--- src/rtl/capture_ctrl.sv ---
// rtl/capture_ctrl.sv - pre/post-trigger circular sample capture with single-channel dump
module capture_ctrl #(
    parameter int ADDR_W = 9,
    parameter int NUM_CH = 3,
    parameter int CH_W   = 2
) (
    input  logic                clk,
    input  logic                rst_n,
    input  logic                smpl_en,
    input  logic                trigger,
    input  logic [1:0]          run_mode,
    input  logic                start,
    input  logic [3:0]          dec_pwr,
    input  logic [ADDR_W-1:0]   trig_pos,
    input  logic                clr_cap_done,
    input  logic                start_dump,
    input  logic [CH_W-1:0]     dump_ch,
    input  logic [8*NUM_CH-1:0] ram_rdata,
    input  logic                dump_rdy,
    output logic                en,
    output logic                we,
    output logic [ADDR_W-1:0]   addr,
    output logic                armed,
    output logic                capture_done,
    output logic [ADDR_W-1:0]   trace_end,
    output logic [7:0]          dump_data,
    output logic                dump_vld,
    output logic                dump_done
);

    localparam logic [1:0]        MODE_STOP   = 2'b00;
    localparam logic [1:0]        MODE_NORMAL = 2'b01;
    localparam logic [1:0]        MODE_AUTO   = 2'b10;
    localparam logic [ADDR_W-1:0] A_ONE       = {{(ADDR_W-1){1'b0}}, 1'b1};
    localparam logic [ADDR_W:0]   C_ONE       = {{ADDR_W{1'b0}}, 1'b1};
    localparam logic [ADDR_W:0]   DEPTH_C     = {1'b1, {ADDR_W{1'b0}}};

    typedef enum logic [2:0] {
        S_IDLE, S_PRE, S_ARMED, S_POST, S_DONE, S_DUMP_RD, S_DUMP_WAIT
    } state_t;

    state_t            state;
    logic [15:0]       dec_cnt;
    logic [15:0]       dec_max;
    logic [ADDR_W:0]   cnt;
    logic [ADDR_W:0]   cnt_inc;
    logic [ADDR_W:0]   pre_len;
    logic [ADDR_W:0]   post_len;
    logic [ADDR_W:0]   trig_cnt;
    logic [ADDR_W-1:0] wr_ptr;
    logic [ADDR_W-1:0] rd_ptr;
    logic [ADDR_W-1:0] last_wr;
    logic [ADDR_W-1:0] oldest;
    logic [CH_W-1:0]   dump_sel;
    logic [7:0]        sel_byte;
    logic              keep;
    logic              fire;

    assign dec_max  = (16'd1 << dec_pwr) - 16'd1;
    assign keep     = smpl_en && (dec_cnt == dec_max);
    assign cnt_inc  = cnt + C_ONE;
    assign pre_len  = DEPTH_C - {1'b0, trig_pos};
    assign post_len = {1'b0, trig_pos};
    // A sample kept in the trigger cycle is the first post-trigger sample.
    assign trig_cnt = keep ? C_ONE : '0;
    assign last_wr  = keep ? wr_ptr : wr_ptr - A_ONE;
    assign oldest   = trace_end + A_ONE;
    assign fire     = trigger || (run_mode == MODE_AUTO);

    always_comb begin
        sel_byte = 8'h00;
        for (int k = 0; k < NUM_CH; k++) begin
            if (int'(dump_sel) == k) sel_byte = ram_rdata[8*k +: 8];
        end
    end

    always_ff @(posedge clk or negedge rst_n) begin
        if (!rst_n) begin
            state        <= S_IDLE;
            dec_cnt      <= '0;
            cnt          <= '0;
            wr_ptr       <= '0;
            rd_ptr       <= '0;
            dump_sel     <= '0;
            en           <= 1'b0;
            we           <= 1'b0;
            addr         <= '0;
            armed        <= 1'b0;
            capture_done <= 1'b0;
            trace_end    <= '0;
            dump_data    <= '0;
            dump_vld     <= 1'b0;
            dump_done    <= 1'b0;
        end else begin
            en        <= 1'b0;
            we        <= 1'b0;
            dump_done <= 1'b0;
            case (state)
                S_IDLE: begin
                    if (start && run_mode != MODE_STOP) begin
                        wr_ptr  <= '0;
                        dec_cnt <= '0;
                        cnt     <= '0;
                        state   <= S_PRE;
                    end
                end
                S_PRE, S_ARMED, S_POST: begin
                    if (run_mode == MODE_STOP) begin
                        armed <= 1'b0;
                        state <= S_IDLE;
                    end else begin
                        if (smpl_en) dec_cnt <= keep ? '0 : dec_cnt + 16'd1;
                        if (keep) begin
                            en     <= 1'b1;
                            we     <= 1'b1;
                            addr   <= wr_ptr;
                            wr_ptr <= wr_ptr + A_ONE;
                        end
                        if (state == S_PRE) begin
                            if (keep) begin
                                cnt <= cnt_inc;
                                if (cnt_inc == pre_len) begin
                                    armed <= 1'b1;
                                    state <= S_ARMED;
                                end
                            end
                        end else if (state == S_ARMED) begin
                            if (fire) begin
                                armed <= 1'b0;
                                cnt   <= trig_cnt;
                                if (trig_cnt >= post_len) begin
                                    capture_done <= 1'b1;
                                    trace_end    <= last_wr;
                                    state        <= S_DONE;
                                end else begin
                                    state <= S_POST;
                                end
                            end
                        end else if (keep) begin
                            cnt <= cnt_inc;
                            if (cnt_inc == post_len) begin
                                capture_done <= 1'b1;
                                trace_end    <= last_wr;
                                state        <= S_DONE;
                            end
                        end
                    end
                end
                S_DONE: begin
                    if (start_dump) begin
                        dump_sel <= dump_ch;
                        rd_ptr   <= oldest;
                        cnt      <= '0;
                        en       <= 1'b1;
                        addr     <= oldest;
                        state    <= S_DUMP_RD;
                    end else if (clr_cap_done) begin
                        capture_done <= 1'b0;
                        if (run_mode == MODE_NORMAL || run_mode == MODE_AUTO) begin
                            wr_ptr  <= '0;
                            dec_cnt <= '0;
                            cnt     <= '0;
                            state   <= S_PRE;
                        end else begin
                            state <= S_IDLE;
                        end
                    end
                end
                S_DUMP_RD: state <= S_DUMP_WAIT;
                S_DUMP_WAIT: begin
                    // First wait cycle sees the RAM output; the byte is then held until taken.
                    if (!dump_vld) begin
                        dump_vld  <= 1'b1;
                        dump_data <= sel_byte;
                    end else if (dump_rdy) begin
                        dump_vld <= 1'b0;
                        rd_ptr   <= rd_ptr + A_ONE;
                        cnt      <= cnt_inc;
                        if (cnt_inc == DEPTH_C) begin
                            dump_done <= 1'b1;
                            state     <= S_DONE;
                        end else begin
                            en    <= 1'b1;
                            addr  <= rd_ptr + A_ONE;
                            state <= S_DUMP_RD;
                        end
                    end
                end
                default: state <= S_IDLE;
            endcase
        end
    end

endmodule
--- config.mk ---
export PLATFORM = sky130hd
export DESIGN_NAME = capture_ctrl
export DESIGN_NICKNAME = d
export VERILOG_FILES = /design/src/rtl/capture_ctrl.sv
export SDC_FILE = /design/constraint.sdc
export NUM_CORES = 1
export LEC_CHECK = 0
export ABC_AREA = 0
export BUFFER_PORTS_ARGS = -buffer_cell sky130_fd_sc_hd__buf_2
export CAP_MARGIN = 20
export CORE_AREA = 2 2 122 136
export CTS_BUF_LIST = sky130_fd_sc_hd__clkbuf_4 sky130_fd_sc_hd__clkbuf_8 sky130_fd_sc_hd__clkbuf_16
export DETAILED_ROUTE_END_ITERATION = 10
export DIE_AREA = 0 0 124 138
export SYNTH_ARGS = -nofsm -noshare
export SYNTH_HDL_FRONTEND = slang
export SYNTH_SLANG_ARGS = --single-unit
--- constraint.sdc ---
create_clock -name clk -period 3.3 [get_ports clk]
set_input_delay 0 -clock clk [delete_from_list [all_inputs] [get_ports clk]]
set_output_delay 0 -clock clk [all_outputs]
set_load 0.005 [all_outputs]
==> flow_metrics.tcl <==
set metrics [dict create \
    status "finished, violations left" \
    violations "negative setup slack" \
    clkPwrFrac_pct 25.6 \
    power_switching_mw 1.75 \
    wl_um 17500 \
    end_kind "flop" \
    die_w_um 124 \
    antenna_found_initial 0 \
    async_flop_share_pct 100 \
    drive_gt1_share_pct 24.3 \
    cpPeakStageDelay_ns 0.55 \
    critPathLaunchType "primary input" \
    nets 931 \
    hold_viol 0 \
    power_mw 4.58 \
    core_area_um2 15900 \
    post-route-period-util_pct 106 \
    synthCells 749 \
    gp_congestion 0.879 \
    crit_chain "buf_6 > or4_4 > ha_4 > xor2_4 > o2111ai_2 > nor4_2 > o211ai_1 > nand4bb_1 > ha_1 > inv_2 > a2111oi_4 > nor2_1 > or2_1 > nor4_2 > nor2b_4 > a31oi_4 > mux2_4" \
    cts_sinks 81 \
    p_int_mw 2.83 \
    p_per_area_nw_per_um2 591 \
    vias 5919 \
    cp_common_cell "nor4_2" \
    ys_types 78 \
    path_clk_slew_ns 0.06 \
    crit_required_ns 3.53 \
    yosys_warnings 0 \
    pre_cts_slack_ns -0.650 \
    drc 0 \
    max_cap_viol_count 0 \
    start_util_pct 38.8 \
    max_freq_mhz 285 \
    peakVddDrop_v 0.000307 \
    fp-row-count 49 \
    tightestPinTransition_ns 0.853 \
    switching_share_pct 38.3 \
    antenna_cells 0 \
    dpl.hpwl_um 12900 \
    numCtsBuffers 9 \
    wl_per_cell_um 16.2 \
    ys_seq_area_share_pct 32.8 \
    grt_max_degree 59 \
    power_frac_seq_pct 33.6 \
    met3_usage_pct 3.47 \
    synth_seq_cells 81 \
    htreeDepth 3 \
    grt_use_total_pct 20.8 \
    vias_per_cell 5.48 \
    cp_max_fo 5 \
    worst_slack_ns -0.204 \
    slew_headroom_pct 42.6 \
    syn_area_um2 6180 \
    cts_root_buf "clkbuf_16" \
    rsz0062_at_grt "yes" \
    setup_viol 11 \
    combPwrFrac_pct 40.8 \
    syn_avg_cell_area_um2 8.25 \
    synth_nets 809 \
    synth_flop_cell "dfrtp_1" \
    first_pass_iters 5 \
    use_met1_pct 28.2 \
    drtIter0Drc 468 \
    grt_pass1_vias 5597 \
    clock_skew_ns 0.00923 \
    ant_nets 0 \
    portBuffers 80 \
    path_class "in -> reg" \
    r2r_slack_ns -0.15 \
    overflow 0 \
    period_minus_slack_ns 3.50 \
    synth_edf_count 0 \
    area_delta_synth_final_pct 25.5 \
    hold_path_class "in -> reg" \
    cts_buffer_depth 2 \
    crit_slowest_cell "or4_4" \
    use_met2_pct 34.1 \
    cts_tree "built" \
    dieArea_um2 17100 \
    die_height_um 138 \
    grt-busiest-layer "met2" \
    ios 81 \
    slew_viol_final 0 \
    grt_pass1_wl_um 28200 \
    p_leak_nw 3.47 \
    clk_latency_ns 0.35 \
    arrival_ns 3.73 \
]
placed cells by master, fill, tap and decap left out, drive strengths merged, types with 5 or more instances in the layout:
master,instances
a21o,5
a21oi,55
a22oi,5
a31oi,13
and3,11
buf,143
clkbuf,9
dfrtp,81
dlygate4sd3,11
ha,11
inv,29
mux2,19
mux2i,12
nand2,63
nand2b,15
nand3,38
nand4,7
nor2,87
nor2b,9
nor3,17
nor3b,5
nor4,15
o211ai,5
o21ai,49
o22a,8
or2,6
or3,6
or4,7
xnor2,33
xor2,26
worst max-delay path: cells and delay by family:
kind,cells,cell delay (ns)
AND/OR/NAND/NOR,7,1.83
adder cells (fa/ha/maj),2,0.63
AO/OA/AOI/OAI,4,0.63
multiplexers,1,0.34
XOR/XNOR,1,0.17
buffers and inverters,2,0.13
synthesized netlist by cell type, types with 8 or more instances:
cell type | number | area (µm²)
nor2_1 | 86 | 323
a31oi_1 | 11 | 68.8
nand3_1 | 38 | 190
nand2_1 | 63 | 236
nand2b_1 | 15 | 93.8
xor2_1 | 26 | 228
clkbuf_1 | 25 | 93.8
nor2b_1 | 9 | 56.3
o21ai_0 | 48 | 240
nor3_1 | 17 | 85.1
mux2i_1 | 12 | 120
o22a_1 | 8 | 70.1
buf_2 | 10 | 50.1
ha_1 | 11 | 138
inv_1 | 28 | 105
mux2_4 | 12 | 180
and3_1 | 11 | 68.8
dfrtp_1 | 81 | 2030
a21oi_1 | 55 | 275
nor4_1 | 15 | 93.8
xnor2_1 | 33 | 289
kinds of logic (layout without fill, tap and decap cells):
kind of cell	count (synthesis)	in the layout	share of synthesized area, %
simple gates	307	307	25.2
compound gates	187	188	20.1
flops	81	81	32.8
buf+inv	73	199	5.24
xor+xnor	59	59	8.36
mux	31	31	6.13
fa+ha+maj	11	11	2.23
routing by layer:
layer | vias to the layer above | share of wire [%]
li1 | 2954 | -
met1 | 2775 | 46
met2 | 170 | 47
met3 | 20 | 5.2
met4 | 0 | 1.5
met5 | - | 0
final timing paths:
path | from | endpoint | cells past startpoint
setup / recovery | dec_pwr[2] | trace_end[4] | 17
hold / removal | dump_rdy | dump_done | 3
setup reg to reg | dec_cnt[15] | trace_end[4] | 15
hold reg to reg | addr[4] | addr[4] | 1
max in group asynchronous | rst_n | dec_cnt[3] | 3
min in group asynchronous | rst_n | addr[7] | 2
layout make-up:
type	count	area, µm²
fillers	1545	8180
multi-input cells	596	4000
flip-flops and latches	81	2030
repair buffers	154	1020
well taps	204	255
clock buffers	9	225
clock inverters	7	118
inverters	29	109
power groups by stage:
stage | sequential [mW] | combinational (mW) | clock, mW
global route | 1.59 | 2.10 | 1.24
CTS | 1.54 | 1.84 | 1.20
detailed placement | 1.55 | 1.78 | 0
floorplan | 1.43 | 1.24 | 0
global placement | 1.55 | 1.77 | 0
finish | 1.54 | 1.87 | 1.17
registers in the layout, indices dropped and copies added (netlist names), 2 cells and up:
name,count
dec_cnt,16
state,3
trace_end,9
dump_data,8
dump_sel,2
cnt,10
rd_ptr,9
wr_ptr,9
addr,9
what timing repair did:
item / 4_1_cts / 5_1_grt
endpoints found under the setup margin: 12 / 13
hold buffers: 11 / 0
hold endpoints to repair: 67 / 0
pin swaps: 2 / 4
gates cloned: 0 / 1
resized for setup: 9 / 16
setup buffers: 2 / 1
metrics by stage:
stage                     std cells  util, %  hold slack (ns)  cell area (µm²)  TNS (ns)
after floorplan                 749        -           -0.296             6240     -3.82
after global placement         1049     44.7            0.134             7130     -6.15
after detailed placement       1049     44.7            0.146             7130     -7.38
after CTS                      1078     48.0           0.0332             7650     -2.27
after global routing           1080     48.7           0.0485             7760     -3.98
final                          1080     48.7           0.0354             7760     -1.96
No activity file was read; power rests on OpenSTA's default activity.
